[src/rtl/pipe_trace_buffer.sv]
// Architectural trace recorder: timestamps WB register writes and MEM stores into a FIFO,
// appends an end marker on halt/budget. Optional PC-change logging under PIPE_TRACE_PC_EN.
module pipe_trace_buffer #(
  parameter int unsigned AW          = 32,
  parameter int unsigned DW          = 32,
  parameter int unsigned CW          = 16,
  parameter int unsigned DEPTH       = 16,
  parameter int unsigned HALT_CYCLES = 4,
  parameter int unsigned MAX_CYCLES  = 1000
) (
  input  logic                       clk_i,
  input  logic                       rst_i,
  input  logic                       arm_i,
  input  logic [AW-1:0]              pc_i,
  input  logic                       wb_en_i,
  input  logic [4:0]                 wb_addr_i,
  input  logic [DW-1:0]              wb_data_i,
  input  logic                       st_en_i,
  input  logic [AW-1:0]              st_addr_i,
  input  logic [DW-1:0]              st_data_i,
  output logic                       tr_valid_o,
  input  logic                       tr_ready_i,
  output logic [2+CW+AW+DW-1:0]      tr_data_o,
  output logic [1:0]                 state_o,
  output logic [CW-1:0]              cycle_o,
  output logic [7:0]                 drop_cnt_o,
  output logic [$clog2(DEPTH+1)-1:0] fill_o
);

  localparam int unsigned PW  = $clog2(DEPTH);
  localparam int unsigned FW  = $clog2(DEPTH+1);
  localparam int unsigned HW  = $clog2(HALT_CYCLES+1);
  localparam int unsigned HCW = HW + 1;

  typedef enum logic [1:0] {S_IDLE = 2'd0, S_CAPT = 2'd1, S_MARK = 2'd2, S_DONE = 2'd3} state_t;

  typedef struct packed {
    logic [1:0]    kind;
    logic [CW-1:0] cyc;
    logic [AW-1:0] addr;
    logic [DW-1:0] data;
  } entry_t;

  state_t         state_q, state_d;
  logic [CW-1:0]  cycle_q, cycle_d;
  logic [7:0]     drop_q, drop_d;
  logic [FW-1:0]  fill_q;
  logic [PW-1:0]  wr_ptr_q, rd_ptr_q;
  logic           skid_vld_q, skid_vld_d;
  entry_t         skid_q, skid_d;
  logic [AW-1:0]  pc_prev_q;
  logic [HW-1:0]  halt_cnt_q, halt_cnt_d;
  logic [AW-1:0]  mark_pc_q, mark_pc_d;
  logic           mark_budget_q, mark_budget_d;
  entry_t         mem_q [DEPTH];

  logic           push, pop, can_push, flush;
  entry_t         push_data;
  logic [1:0]     ndrop;
  logic [8:0]     drop_sum;
  logic [HCW-1:0] eq_run;
  logic           halt_hit, budget_hit;

  function automatic entry_t mk_entry(logic [1:0] k, logic [CW-1:0] c,
                                      logic [AW-1:0] a, logic [DW-1:0] d);
    entry_t e;
    e.kind = k;
    e.cyc  = c;
    e.addr = a;
    e.data = d;
    return e;
  endfunction

  assign pop        = (fill_q != '0) && tr_ready_i;
  assign can_push   = (fill_q != FW'(DEPTH)) || pop;
  assign eq_run     = (pc_i == pc_prev_q) ? ({1'b0, halt_cnt_q} + HCW'(1)) : '0;
  assign halt_hit   = eq_run >= HCW'(HALT_CYCLES - 1);
  assign budget_hit = cycle_q == CW'(MAX_CYCLES - 1);

  // Next-state, single write-port arbitration and drop accounting
  always_comb begin
    state_d       = state_q;
    cycle_d       = cycle_q;
    drop_d        = drop_q;
    skid_vld_d    = skid_vld_q;
    skid_d        = skid_q;
    halt_cnt_d    = halt_cnt_q;
    mark_pc_d     = mark_pc_q;
    mark_budget_d = mark_budget_q;
    push          = 1'b0;
    push_data     = '0;
    flush         = 1'b0;
    ndrop         = 2'd0;
    drop_sum      = '0;
    case (state_q)
      S_IDLE, S_DONE: begin
        if (arm_i) begin
          flush      = 1'b1;
          cycle_d    = '0;
          drop_d     = '0;
          halt_cnt_d = '0;
          skid_vld_d = 1'b0;
          state_d    = S_CAPT;
        end
      end
      S_CAPT: begin
        cycle_d    = cycle_q + CW'(1);
        halt_cnt_d = HW'(eq_run);
        if (skid_vld_q) begin
          if (can_push) begin
            push       = 1'b1;
            push_data  = skid_q;
            skid_vld_d = 1'b0;
          end
          if (wb_en_i) ndrop = ndrop + 2'd1;
          if (st_en_i) ndrop = ndrop + 2'd1;
        end else if (wb_en_i) begin
          if (can_push) begin
            push      = 1'b1;
            push_data = mk_entry(2'b00, cycle_q, AW'(wb_addr_i), wb_data_i);
          end else begin
            ndrop = ndrop + 2'd1;
          end
          if (st_en_i) begin
            skid_vld_d = 1'b1;
            skid_d     = mk_entry(2'b01, cycle_q, st_addr_i, st_data_i);
          end
        end else if (st_en_i) begin
          if (can_push) begin
            push      = 1'b1;
            push_data = mk_entry(2'b01, cycle_q, st_addr_i, st_data_i);
          end else begin
            skid_vld_d = 1'b1;
            skid_d     = mk_entry(2'b01, cycle_q, st_addr_i, st_data_i);
          end
        end
`ifdef PIPE_TRACE_PC_EN
        if (pc_i != pc_prev_q) begin
          if (!skid_vld_q && !wb_en_i && !st_en_i && can_push) begin
            push      = 1'b1;
            push_data = mk_entry(2'b10, cycle_q, pc_i, '0);
          end else begin
            ndrop = ndrop + 2'd1;
          end
        end
`endif
        drop_sum = {1'b0, drop_q} + 9'(ndrop);
        drop_d   = drop_sum[8] ? 8'hFF : drop_sum[7:0];
        if (halt_hit || budget_hit) begin
          state_d       = S_MARK;
          mark_pc_d     = pc_i;
          mark_budget_d = !halt_hit;
        end
      end
      S_MARK: begin
        if (can_push) begin
          push = 1'b1;
          if (skid_vld_q) begin
            push_data  = skid_q;
            skid_vld_d = 1'b0;
          end else begin
            push_data = mk_entry(2'b11, cycle_q, mark_pc_q, DW'(mark_budget_q));
            state_d   = S_DONE;
          end
        end
      end
      default: state_d = S_IDLE;
    endcase
  end

  always_ff @(posedge clk_i or negedge rst_i) begin
    if (!rst_i) begin
      state_q       <= S_IDLE;
      cycle_q       <= '0;
      drop_q        <= '0;
      fill_q        <= '0;
      wr_ptr_q      <= '0;
      rd_ptr_q      <= '0;
      skid_vld_q    <= 1'b0;
      skid_q        <= '0;
      pc_prev_q     <= '0;
      halt_cnt_q    <= '0;
      mark_pc_q     <= '0;
      mark_budget_q <= 1'b0;
    end else begin
      state_q       <= state_d;
      cycle_q       <= cycle_d;
      drop_q        <= drop_d;
      skid_vld_q    <= skid_vld_d;
      skid_q        <= skid_d;
      pc_prev_q     <= pc_i;
      halt_cnt_q    <= halt_cnt_d;
      mark_pc_q     <= mark_pc_d;
      mark_budget_q <= mark_budget_d;
      if (flush) begin
        fill_q   <= '0;
        wr_ptr_q <= '0;
        rd_ptr_q <= '0;
      end else begin
        fill_q <= fill_q + FW'(push) - FW'(pop);
        if (push) wr_ptr_q <= wr_ptr_q + PW'(1);
        if (pop)  rd_ptr_q <= rd_ptr_q + PW'(1);
      end
    end
  end

  // Entry storage; contents are masked by occupancy so no reset is needed
  always_ff @(posedge clk_i) begin
    if (push) mem_q[wr_ptr_q] <= push_data;
  end

  assign tr_valid_o = fill_q != '0;
  assign tr_data_o  = tr_valid_o ? mem_q[rd_ptr_q] : '0;
  assign state_o    = state_q;
  assign cycle_o    = cycle_q;
  assign drop_cnt_o = drop_q;
  assign fill_o     = fill_q;

endmodule

[config.mk]
export PLATFORM = sky130hd
export DESIGN_NAME = pipe_trace_buffer
export DESIGN_NICKNAME = d
export VERILOG_FILES = /design/src/rtl/pipe_trace_buffer.sv
export SDC_FILE = /design/constraint.sdc
export NUM_CORES = 2
export LEC_CHECK = 0
export CAP_MARGIN = 20
export CORE_MARGIN = 2
export CORE_UTILIZATION = 25
export DETAILED_ROUTE_END_ITERATION = 7
export PLACE_DENSITY = 0.5
export SETUP_SLACK_MARGIN = 0.4
export SLEW_MARGIN = 0
export SYNTH_ARGS = -nofsm -noshare
export SYNTH_HDL_FRONTEND = slang
export SYNTH_SLANG_ARGS = --single-unit
[constraint.sdc]
create_clock -name clk_i -period 12.1 [get_ports clk_i]
set_clock_uncertainty 0.15 [all_clocks]
set_input_delay 1.21 -clock clk_i [delete_from_list [all_inputs] [get_ports clk_i]]
set_output_delay 1.21 -clock clk_i [all_outputs]
set_load 0.05 [all_outputs]
==> impl_results.md <==
* FILL cells at 23035
* Total routed wirelength at 164000 um
* RSZ-0062 raised after global routing: false
* Initial DRC count at 2630
* Max-slew violations at 0
* Core ar. at 236000 um^2
* Status: finished, final reports clean
* First-pass GRT wire length at 234000 um
* Max Cap Viol at 0
* Synth Cell Area at 59400 um^2
* Syn_nets at 2928
* Setup Viol. Count Final at 0
* Final total power at 16.6 mW
* Vias in the first global route at 30305
* CTS resizes at 0
* Router iterations before antenna repair at 7
* Worst-skew pair later-pin latency at 0.81 ns
* Setup WS post-layout at 5.25 ns
* TNS Setup at 0 ns
* Distinct cells, synth at 52
* Critical path startpoint category: flop
* Ys flop type: edfxtp_1
* Placement Setup Slack at 6.00 ns
* Initial antenna violation count at 19
* Arrival @ worst endpoint at 5.49 ns
* Worst Path Required at 10.74 ns
* Nets at 3266
* Die Ht at 491 um
* Critical path capture point type: primary output
* Static leakage at 23.3 nW
* Count leader, synth: edfxtp_1
* Die Wd at 491 um
* Leading area contributor after synthesis: edfxtp_1
* Initial core utilization at 0.252
* Syn. warnings at 0
* DRT met1 WL at 74500 um
* Mean Syn Cell Area at 21.4 um^2
* Number of vias per cell at 4.54
* Worst min-delay path class: in -> async
* CTS root buffer: clkbuf_16
* Slew margin rel. at 0.132
* Placer Congestion at 0.717
* Synth area leaders: edfxtp_1 66%, mux4_2 16%, dfrtp_1 8.0%, mux2_1 1.9%, and2_1 1.0%
* Vias at 29003
* Clock Tree Buf Depth at 3
* Largest net degree at the start of global routing at 138
* Syn-to-layout area delta at 19.3%
* Synth Register Bits at 1501
* Synth Instances at 2768
* EDFF count, synth at 1312
* Share of the synthesized area in the top cell type at 0.664
* Crit-path max FO at 137
* CTS tree: built
* Layout cell share with drive strength beyond 1 at 0.231
* Worst r2r src: state_o[1]
* Worst slew pin tran at 1.30 ns
* PwrDens at 234 nW/um^2
* Tmin final at 6.85 ns
* Crit path launch: rd_ptr_q[1]
* # rows at 178
* Met2 wire len at 77900 um
* CTS H-tree lvls at 4
* Post-synth top cells: 1312 x edfxtp_1, 410 x mux4_2, 189 x dfrtp_1
* Max Clk Rate at 146 MHz
* HPWL Detailed at 96000 um
* Routed len/inst at 25.7 um
* Count of input and output buffers at 252
* Clk sinks at 1501
* Post-synthesis sequential area ratio at 0.743
* Total GRT Usage at 0.134
* Die footprint at 241000 um^2
* DR top layer: met4
* Boundary pin count at 253
* GR Overflow Total at 0
* Wire length on met3 at 8610 um
* Setup bufs post-CTS at 0
* WS Path Type: reg -> out
* Post-DRT Antenna Nets at 0
* Cts bufs inserted at 158
* Asr flop ratio synth at 0.126
* Final Hold Vio Count at 0
* Peak supply drop at 0.000166 V
* Final period util at 0.566
* # DRC at 0
* # hold bufs at CTS at 0
* Clk pin slew, worst setup/hold paths at 0.06 ns
## layout make-up
| class | count | area (um^2) | area share |
|---|---|---|---|
| tap | 3150 | 3940 | 0.0556 |
| multi-input combinational | 1063 | 14300 | 0.202 |
| timing repair buffer | 332 | 3300 | 0.0465 |
| antenna | 7 | 17.5 | 0.000247 |
| inverter | 50 | 188 | 0.00265 |
| clock buffer | 207 | 4210 | 0.0594 |
| sequential | 1501 | 44100 | 0.623 |
| clock inverter | 82 | 732 | 0.0103 |
## worst paths after layout
check,to,slack (ns),cells past startpoint
min in group clk_i,skid_q[80],0.32,2
setup / recovery,tr_data_o[70],5.25,6
setup reg to reg,mem_q[15][58],7.06,8
hold / removal,drop_cnt_o[6],0.26,1
hold reg to reg,skid_q[80],0.32,2
max in group asynchronous,skid_q[26],10.07,2
## worst max-delay path: stages (launching register included)
cell and delay, ns:
dfrtp_4 0.95, buf_4 0.81, buf_12 0.58, mux4_2 0.44, mux4_2 0.53, and2_1 0.25, clkdlybuf4s50_1 0.73
## cell usage in the layout, fill, tap and decap left out, types with 5 or more instances in the layout
| cell | count |
|---|---|
| clkinv_2 | 18 |
| a222oi_1 | 26 |
| nor2_1 | 83 |
| buf_4 | 67 |
| clkdlybuf4s50_1 | 251 |
| bufinv_16 | 6 |
| nand3_1 | 7 |
| nor4_2 | 6 |
| mux2i_1 | 18 |
| clkbuf_1 | 43 |
| inv_1 | 49 |
| clkbuf_8 | 6 |
| nand4_1 | 7 |
| a21oi_1 | 15 |
| xor2_1 | 47 |
| diode_2 | 7 |
| edfxtp_1 | 1312 |
| buf_12 | 6 |
| dfrtp_1 | 184 |
| a22oi_1 | 31 |
| mux4_2 | 410 |
| nor4_1 | 9 |
| xnor2_1 | 6 |
| clkinv_1 | 37 |
| and2_1 | 87 |
| o21ai_0 | 21 |
| inv_6 | 7 |
| mux2_2 | 14 |
| mux2_1 | 98 |
| nand2_1 | 42 |
| nor2b_1 | 5 |
| clkbuf_16 | 159 |
| and2_4 | 8 |
| ha_1 | 19 |
| nor2_4 | 5 |
| a22o_1 | 53 |
## sequential cells by signal, indices dropped and copies added, names as in the netlist, 2 cells and up
name        flops
cycle_o        16
fill_o          5
mark_pc_q      32
state_o         2
skid_q         81
halt_cnt_q      3
wr_ptr_q        4
pc_prev_q      32
rd_ptr_q        4
drop_cnt_o      8
mem_q        1312
## per-stage QoR
stage / utilization / area, um^2 / hold WS (ns) / cells
after global routing: 0.301 / 70800 / 0.269 / 6388
after global placement: 0.279 / 65700 / 0.280 / 6085
after detailed placement: 0.279 / 65800 / 0.308 / 6090
after CTS: 0.300 / 70700 / 0.225 / 6379
final: 0.301 / 70800 / 0.258 / 6392
after floorplan: - / 59400 / 0.264 / 2768
## routing by layer
metal / track usage / vias to the layer above
met2: 0.214 / 823
met3: 0.0238 / 187
li1: - / 12148
met4: 0.0356 / 0
met5: 0 / -
met1: 0.189 / 15845
## report_power, final
group	leakage, nW	internal, mW	switching [mW]
logic	6.05	2.09	3.35
clock network	2.40	2.60	2.07
registers	14.8	6.23	0.243
## cell families after synthesis
logic type | Yosys count | synth area share
AO/OA/AOI/OAI | 165 | 0.0217
buffers and inverters | 204 | 0.0178
flip-flops | 1501 | 0.743
multiplexers | 540 | 0.180
AND/OR/NAND/NOR | 284 | 0.0247
adder cells (fa/ha/maj) | 21 | 0.00468
XOR/XNOR | 53 | 0.00782
Power figures use the tool's default switching activity.
